**config.mk**
```make
export PLATFORM = sky130hd
export DESIGN_NAME = ps2_key_rx_flat
export DESIGN_NICKNAME = d
export VERILOG_FILES = /design/src/rtl/ps2_key_rx_if.sv /design/src/rtl/ps2_key_rx.sv /design/src/flat_wrapper.sv
export SDC_FILE = /design/constraint.sdc
export NUM_CORES = 1
export LEC_CHECK = 0
export BUFFER_PORTS_ARGS = -buffer_cell sky130_fd_sc_hd__buf_4
export CORE_MARGIN = 8
export CORE_UTILIZATION = 40
export CTS_CLUSTER_DIAMETER = 50
export CTS_CLUSTER_SIZE = 28
export DETAILED_ROUTE_END_ITERATION = 8
export PLACE_DENSITY_LB_ADDON = 0.1
export SLEW_MARGIN = 15
export SYNTH_ARGS = -nofsm -noshare
export SYNTH_HDL_FRONTEND = slang
export SYNTH_SLANG_ARGS = --single-unit
```
**constraint.sdc**
```tcl
create_clock -name clk_sys -period 3.95 [get_ports clk_sys]
set_clock_uncertainty 0.15 [all_clocks]
set_input_delay 0.5925 -clock clk_sys [delete_from_list [all_inputs] [get_ports clk_sys]]
set_output_delay 0.5925 -clock clk_sys [all_outputs]
set_load 0.005 [all_outputs]
```
**src/rtl/ps2_key_rx_if.sv**
```systemverilog
// ps2_key_rx_if: PS/2 pad inputs and decoded key-event outputs of the receiver.
interface ps2_key_rx_if;
   logic        ps2_clk;
   logic        ps2_dat;
   logic [10:0] ps2_key;
   logic        key_strobe;
   logic        frame_err;
   modport master (output ps2_clk, ps2_dat, input ps2_key, key_strobe, frame_err);
   modport slave  (input ps2_clk, ps2_dat, output ps2_key, key_strobe, frame_err);
endinterface

```
**src/rtl/ps2_key_rx.sv**
```systemverilog
// ps2_key_rx: PS/2 keyboard frame receiver with clock filtering, scancode prefix decode and timeout.
module ps2_key_rx #(
   parameter int FILT    = 8,
   parameter int TIMEOUT = 50000
) (
   input  logic        clk_sys,
   input  logic        reset_n,
   ps2_key_rx_if.slave bus
);
   localparam int FW = $clog2(FILT + 1);
   localparam int TW = $clog2(TIMEOUT + 1);
   typedef enum logic [1:0] {IDLE, DATA, PARITY, STOP} state_t;
   state_t        state_q, state_d;
   logic [1:0]    clk_s_q, clk_s_d, dat_s_q, dat_s_d;
   logic          clk_f_q, clk_f_d;
   logic [FW-1:0] filt_cnt_q, filt_cnt_d;
   logic [TW-1:0] to_cnt_q, to_cnt_d;
   logic [2:0]    bit_cnt_q, bit_cnt_d, skip_q, skip_d;
   logic [7:0]    shift_q, shift_d;
   logic          par_q, par_d, ext_q, ext_d, rel_q, rel_d;
   logic [10:0]   key_q, key_d;
   logic          strobe_q, strobe_d, err_q, err_d;
   logic          flip, fall, dat;
   always_comb begin
      clk_s_d    = {clk_s_q[0], bus.ps2_clk};
      dat_s_d    = {dat_s_q[0], bus.ps2_dat};
      flip       = (clk_s_q[1] != clk_f_q) && (filt_cnt_q == FW'(FILT - 1));
      clk_f_d    = flip ? clk_s_q[1] : clk_f_q;
      filt_cnt_d = (clk_s_q[1] == clk_f_q || flip) ? '0 : filt_cnt_q + FW'(1);
      fall       = flip && !clk_s_q[1];
      dat        = dat_s_q[1];
      state_d    = state_q;
      bit_cnt_d  = bit_cnt_q;
      shift_d    = shift_q;
      par_d      = par_q;
      ext_d      = ext_q;
      rel_d      = rel_q;
      skip_d     = skip_q;
      key_d      = key_q;
      strobe_d   = 1'b0;
      err_d      = 1'b0;
      to_cnt_d   = (state_q == IDLE || fall) ? '0 : to_cnt_q + TW'(1);
      if (fall) begin
         case (state_q)
            IDLE: begin
               state_d   = dat ? IDLE : DATA;
               bit_cnt_d = '0;
            end
            DATA: begin
               shift_d   = {dat, shift_q[7:1]};
               bit_cnt_d = bit_cnt_q + 3'd1;
               state_d   = (bit_cnt_q == 3'd7) ? PARITY : DATA;
            end
            PARITY: begin
               par_d   = dat;
               state_d = STOP;
            end
            STOP: begin
               state_d = IDLE;
               if (!dat || !(^{shift_q, par_q})) begin
                  err_d  = 1'b1;
                  ext_d  = 1'b0;
                  rel_d  = 1'b0;
                  skip_d = '0;
               end else if (skip_q != '0) begin
                  skip_d = skip_q - 3'd1;
               end else if (shift_q == 8'hE1) begin
                  skip_d = 3'd7;
               end else if (shift_q == 8'hE0) begin
                  ext_d = 1'b1;
               end else if (shift_q == 8'hF0) begin
                  rel_d = 1'b1;
               end else begin
                  key_d    = {~key_q[10], ~rel_q, ext_q, shift_q};
                  strobe_d = 1'b1;
                  ext_d    = 1'b0;
                  rel_d    = 1'b0;
               end
            end
         endcase
      end else if (state_q != IDLE && to_cnt_q == TW'(TIMEOUT - 1)) begin
         state_d  = IDLE;
         err_d    = 1'b1;
         ext_d    = 1'b0;
         rel_d    = 1'b0;
         skip_d   = '0;
         to_cnt_d = '0;
      end
   end
   // Pads idle high, so synchronizers and filter reset to 1 to avoid a spurious edge.
   always_ff @(posedge clk_sys or negedge reset_n) begin
      if (!reset_n) begin
         state_q    <= IDLE;
         clk_s_q    <= 2'b11;
         dat_s_q    <= 2'b11;
         clk_f_q    <= 1'b1;
         filt_cnt_q <= '0;
         to_cnt_q   <= '0;
         bit_cnt_q  <= '0;
         skip_q     <= '0;
         shift_q    <= '0;
         par_q      <= 1'b0;
         ext_q      <= 1'b0;
         rel_q      <= 1'b0;
         key_q      <= '0;
         strobe_q   <= 1'b0;
         err_q      <= 1'b0;
      end else begin
         state_q    <= state_d;
         clk_s_q    <= clk_s_d;
         dat_s_q    <= dat_s_d;
         clk_f_q    <= clk_f_d;
         filt_cnt_q <= filt_cnt_d;
         to_cnt_q   <= to_cnt_d;
         bit_cnt_q  <= bit_cnt_d;
         skip_q     <= skip_d;
         shift_q    <= shift_d;
         par_q      <= par_d;
         ext_q      <= ext_d;
         rel_q      <= rel_d;
         key_q      <= key_d;
         strobe_q   <= strobe_d;
         err_q      <= err_d;
      end
   end
   assign bus.ps2_key    = key_q;
   assign bus.key_strobe = strobe_q;
   assign bus.frame_err  = err_q;
endmodule
```
**src/flat_wrapper.sv**
```systemverilog
// flat-port wrapper written by rule: the top's interface ports become plain ports
module ps2_key_rx_flat 
#(
   parameter int FILT    = 8,
   parameter int TIMEOUT = 50000
)
  (clk_sys, reset_n, bus_ps2_clk, bus_ps2_dat, bus_ps2_key, bus_key_strobe, bus_frame_err);
  ps2_key_rx_if bus_i ();
  input  logic clk_sys;
  input  logic reset_n;
  input wire logic [$bits(bus_i.ps2_clk)-1:0] bus_ps2_clk;
  input wire logic [$bits(bus_i.ps2_dat)-1:0] bus_ps2_dat;
  output wire logic [$bits(bus_i.ps2_key)-1:0] bus_ps2_key;
  output wire logic [$bits(bus_i.key_strobe)-1:0] bus_key_strobe;
  output wire logic [$bits(bus_i.frame_err)-1:0] bus_frame_err;
  assign bus_i.ps2_clk = bus_ps2_clk;
  assign bus_i.ps2_dat = bus_ps2_dat;
  assign bus_ps2_key = bus_i.ps2_key;
  assign bus_key_strobe = bus_i.key_strobe;
  assign bus_frame_err = bus_i.frame_err;
  ps2_key_rx #(.FILT(FILT), .TIMEOUT(TIMEOUT)) u_core (.clk_sys(clk_sys), .reset_n(reset_n), .bus(bus_i));
endmodule
```
[Word-level counts from Yosys, hierarchy flattened]
Cells that the tools add are included.
Storage, ports and cells
  register bits after elaboration: 57
  input bits: 4
  output and inout port bits: 13
  logic and storage cells: 107
Operators by class
  add/sub/neg operators: 4
  equality and inequality tests: 17
  muxes and demuxes: 42
  bitwise logic cells: 7
  reductions and logical operators: 22
Operators with widths (count)
  2-to-1 mux 16 bit: 3
  2-to-1 mux 1 bit: 27
  equality test 8 bit (second input constant): 3
  2-to-1 mux 3 bit: 6
  adder 16 x 1 -> 16 bit (second input constant): 1
  equality test 16 bit (second input constant): 1
  AND reduction 5 bit: 2
  inequality test 3 bit (second input constant): 3
  XOR reduction 9 bit: 1
  inequality test 4 bit (second input constant): 2
  one-hot mux 2 bit (4 select lines): 1
  inverter 1 bit: 7
  AND reduction 7 bit: 1
  2-to-1 mux 2 bit: 3
  one-hot mux 3 bit (2 select lines): 1
  AND reduction 2 bit: 3
  nonzero test 2 bit: 3
  adder 4 x 1 -> 4 bit (second input constant): 1
  equality test 2 bit (second input constant): 2
  equality test 4 x 3 -> 1 bit (second input constant): 1
  2-to-1 mux 4 bit: 1
  adder 3 x 1 -> 3 bit (second input constant): 1
  equality test 3 bit (second input constant): 1
  logical AND 1 bit: 3
  10 further kinds: 14

[Longest topological paths before layout]
  depth after elaboration: 8
  gate-level depth with buffers: 7
  depth with buffers taken out: 7

[Worst setup path before layout]
No wires, ideal clock.
  kind: register -> register
  start point: register u_core.shift_q[2]
  end point: register u_core.skip_q[2]
  library setup time: 0.101 ns
  arrival: 1.989 ns
  data required time: 3.699 ns
  setup slack: 1.710 ns
  cell stages (with the launch flop): 6
  path buffers: 0
  period minus slack after synthesis: 2.240 ns
  path through: dfrtp_1 > or4b_2 > nor3_1 > a21oi_1 > or3b_1 > o311ai_2
On the way
  word-level cells in the longest chain between the ends: 6
RTL lines
  from (decl): line ps2_key_rx.sv:19  | logic [7:0] shift_q, shift_d;
  from (signal assigned): line ps2_key_rx.sv:117  | shift_q <= shift_d;
  XOR reduction 9 bit: line ps2_key_rx.sv:60  | if (!dat || !(^{shift_q, par_q})) begin
  zero test 1 bit: line ps2_key_rx.sv:60
  logical OR 1 bit: line ps2_key_rx.sv:60
  2-to-1 mux 3 bit: line ps2_key_rx.sv:60
  2-to-1 mux 3 bit: line ps2_key_rx.sv:44  | case (state_q)
  2-to-1 mux 3 bit: line ps2_key_rx.sv:43  | if (fall) begin
  to (signal assigned): line ps2_key_rx.sv:116  | skip_q <= skip_d;
  to (decl): line ps2_key_rx.sv:18  | logic [2:0] bit_cnt_q, bit_cnt_d, skip_q, skip_d;
Parallel ways exist; a longest one is shown, timed or not. The select of a mux whose other input is x is not followed.
A chain may end at the register's enable or synchronous reset.

[Worst setup path in the final report]
  start point: register u_core.shift_q[4]
  end point: register u_core.key_q[8] (netlist: u_core.bus.ps2_key[8])
On the way
  word-level cells in the longest chain between the ends: 5
RTL lines
  XOR reduction 9 bit: line ps2_key_rx.sv:60
  zero test 1 bit: line ps2_key_rx.sv:60
  logical OR 1 bit: line ps2_key_rx.sv:60
  inverter 1 bit (no source line)
  AND reduction 7 bit (no source line) (*)
  to (signal assigned): line ps2_key_rx.sv:121  | key_q <= key_d;
  to (decl): line ps2_key_rx.sv:21  | logic [10:0] key_q, key_d;
Every way passes the cells marked *; elsewhere a longest branch is shown, timed or not.

==> results.md <==
* Syn Area/Cell at 11.43 µm²
* Die area at 9456 µm²
* Comb pwr share at 4.4%
* Finished Layout Cells at 334
* Critical path arrival at between 2 and 3 ns
* Cts bufs inserted at 9
* Share of layout cells above drive strength 1 at a little under a quarter
* CORE AREA at 6386 µm²
* Number of max-cap violations at 0
* Period utilization at between 60 and 70%
* Root Driver: clkbuf_8
* Avg WL per Cell at 14.03 µm
* Initial core utilization at 41.34%
* CTS resizes at 0
* DR WL met3 at between 150 and 200 µm
* Number of global-route vias before repair at about 1700
* Seq cells post-synth at 57
* EDFF count, synth at 0
* PwrDens at approximately 430 nW/µm²
* Cell with the most instances after synthesis: dfrtp_1
* Fin crit period at 2.567 ns
* Syn Inst Count at 231
* Vias per cell at 5.021
* Worst hold path type: input port to async pin
* # hold bufs at CTS at 0
* Total global routing overflow at 0
* Crit path capture type: flip-flop
* Max_slew headroom at 28.81%
* Chip width at approximately 100 µm
* Port bufs at 16
* Postcts setup bufs at 0
* # placed instances at 318
* Met1 Wirelength at between 2000 and 2500 µm
* Synth cell count leaders: 52 x dfrtp_1, 26 x nor2_1, 18 x mux2_2, 18 x nand2_1, 13 x xnor2_1
* Post-route ant nets at 0
* Register area share after synthesis at approximately 54%
* Inserted Diodes at 0
* Syn nets at around 240
* Detailed Route WL at 4687 µm
* Top Layer Used: met4
* Clock buffer depth at 2
* Final Slew Violations at 0
* Placed Area at 2823 µm²
* First-pass GRT wire length at between 8000 and 9000 µm
* P_leak at 1.432 nW
* Routed wl met2 at 2076 µm
* # DRC at 0
* Initial antenna violation count at 0
* Critical Path RT at 4.02 ns
* Tot GR Track Use at 10.63%
* Crit Path Max Fanout at 12
* Gpl congestion at roughly 0.75
* Largest net degree at the start of global routing at 58
* Layout Nets at 262
* HPWL after DPL at 3123 µm
* Mapped cell area at 2640 µm²
* Synth top area share at 49.29%
* Sw power at around 290 µW
* Num rows at 29
* Largest cells by area after synthesis: dfrtp_1 49%, mux2_2 7.7%, dfstp_2 5.0%, xnor2_1 4.3%, nor2_1 3.7%
* Number of DRC markers in iteration 0 at 80
* Clk pwr share at 47.9%
* Final Cell Area at 3052 µm²
* Async SR Flop Fraction at between 90% and 100%
* Main synth FF type: dfrtp_1
* Final setup viols at 0
* Clk Latency, worst-skew pair at 0.34 ns
* Clock sinks at 57
* Worst reg-to-reg setup slack at 1.38 ns
* CTS tree: built
* Outcome: finished clean
* Die extent in y at 97.24 µm
* Worst-path clk slew at 0.07 ns
* Vias post-DR at ~1700
* Yosys cell types at 41
* WS Path Type: flip-flop to flip-flop
* Fill count at 589
* CP startpoint kind: flip-flop
* Hold Fails Final Rpt at 0
* Switching portion of total power at 22.15%
* Io pins at 17
* Fin Setup TNS at 0 ns
* Ys Warns at 0
* Layout overhead on the synthesized area at 15.59%
* H-tree levels at 3
* Seq pwr share at 47.7%
* RSZ-0062 raised after global routing: false
* 1st-pass router iterations at 4
* Post-synth top area cell: dfrtp_1
* Cell Int Power at 1.018 mW
* Peak supply drop at 0.2438 mV
* Fin util at 47.79%
* Tightest Pin Transition at 1.061 ns
* Maximum clock frequency at approximately 390 MHz
[cells by family after synthesis]
family	after synthesis	share of synthesized area (%)
xor gates and xnor gates	23	8.673
DFF	57	54.27
adders and majority gates	6	2.844
and+or+nand+nor	93	18.34
buffers and inverters	13	2.275
AOI/OAI and AO/OA	19	4.692
muxes	20	8.910
[stage by stage]
stage | hold slack [ns] | setup WS (ns) | total power, mW
2_1_floorplan | 0.1469 | 1.710 | 0.6701
3_3_place_gp | 0.1971 | 1.434 | 0.6931
3_5_place_dp | 0.1991 | 1.342 | 0.6938
4_1_cts | 0.1784 | 1.331 | 1.327
5_1_grt | 0.1852 | 1.218 | 1.366
6_report | 0.1537 | 1.383 | 1.308
[critical path: stages (launching register included)]
cell	delay, ns
dfrtp_1	0.46
xor2_1	0.17
xnor3_1	0.44
mux2i_4	0.39
nand4_2	0.42
mux2_2	0.41
[state kept, by name, summed over array words and instances (netlist names)]
| signal | count |
|---|---|
| u_core.ext_q | 1 |
| u_core.to_cnt_q | 16 |
| u_core.state_q | 2 |
| u_core.dat_s_q | 2 |
| u_core.par_q | 1 |
| u_core.bus.ps2_key | 11 |
| u_core.clk_s_q | 2 |
| u_core.clk_f_q | 1 |
| u_core.shift_q | 8 |
| u_core.skip_q | 3 |
| u_core.bus.key_strobe | 1 |
| u_core.filt_cnt_q | 4 |
| u_core.rel_q | 1 |
| u_core.bus.frame_err | 1 |
| u_core.bit_cnt_q | 3 |
[worst paths after layout]
path | to | cells after the start | startpoint
max | u_core.bus.ps2_key[8] | 5 | u_core.shift_q[4]
min | u_core.to_cnt_q[3] | 1 | reset_n
max reg2reg | u_core.bus.ps2_key[8] | 5 | u_core.shift_q[4]
min reg2reg | u_core.clk_s_q[1] | 0 | u_core.clk_s_q[0]
max in group asynchronous | u_core.filt_cnt_q[0] | 1 | reset_n
min in group clk_sys | u_core.dat_s_q[0] | 1 | bus_ps2_dat
[per-layer routing]
metal,up-vias,GRT usage [%]
li1,847,-
met1,795,12.92
met2,26,16.15
met3,9,4.623
met4,0,4.196
met5,-,0
[power by group through the flow]
stage | clock (mW) | combinational (mW) | sequential (mW)
CTS | 0.643 | 0.0596 | 0.624
floorplan | 0 | 0.0396 | 0.631
finish | 0.627 | 0.0578 | 0.623
global route | 0.670 | 0.0698 | 0.626
detailed placement | 0 | 0.0595 | 0.634
global placement | 0 | 0.0593 | 0.634
[area by class of cell]
type / count / area, µm² / share of cell area (%)
Sequential cell: 57 / 1433 / 46.95
Clock inverter: 5 / 77.57 / 2.542
Multi-Input combinational cell: 161 / 1147 / 37.60
Clock buffer: 11 / 151.4 / 4.961
Tap cell: 77 / 96.34 / 3.157
Timing Repair Buffer: 16 / 120.1 / 3.936
Inverter: 7 / 26.28 / 0.8610
[layout by cell type, fill, tap and decap left out, types with 2 or more instances in the layout]
cell type	instances
a21boi_0	2
a21oi_1	3
and3_1	6
and4_1	3
buf_4	16
bufinv_16	2
clkbuf_8	11
clkinv_2	2
dfrtp_1	52
dfstp_2	5
ha_1	6
inv_1	7
mux2_2	18
nand2_1	18
nand2b_1	3
nand3_1	12
nand3b_1	3
nand4_1	2
nor2_1	26
nor2b_1	3
nor3_1	8
o21ai_0	7
or4b_2	2
xnor2_1	13
xnor3_1	2
xor2_1	8
(Power assumes the default switching activity.)
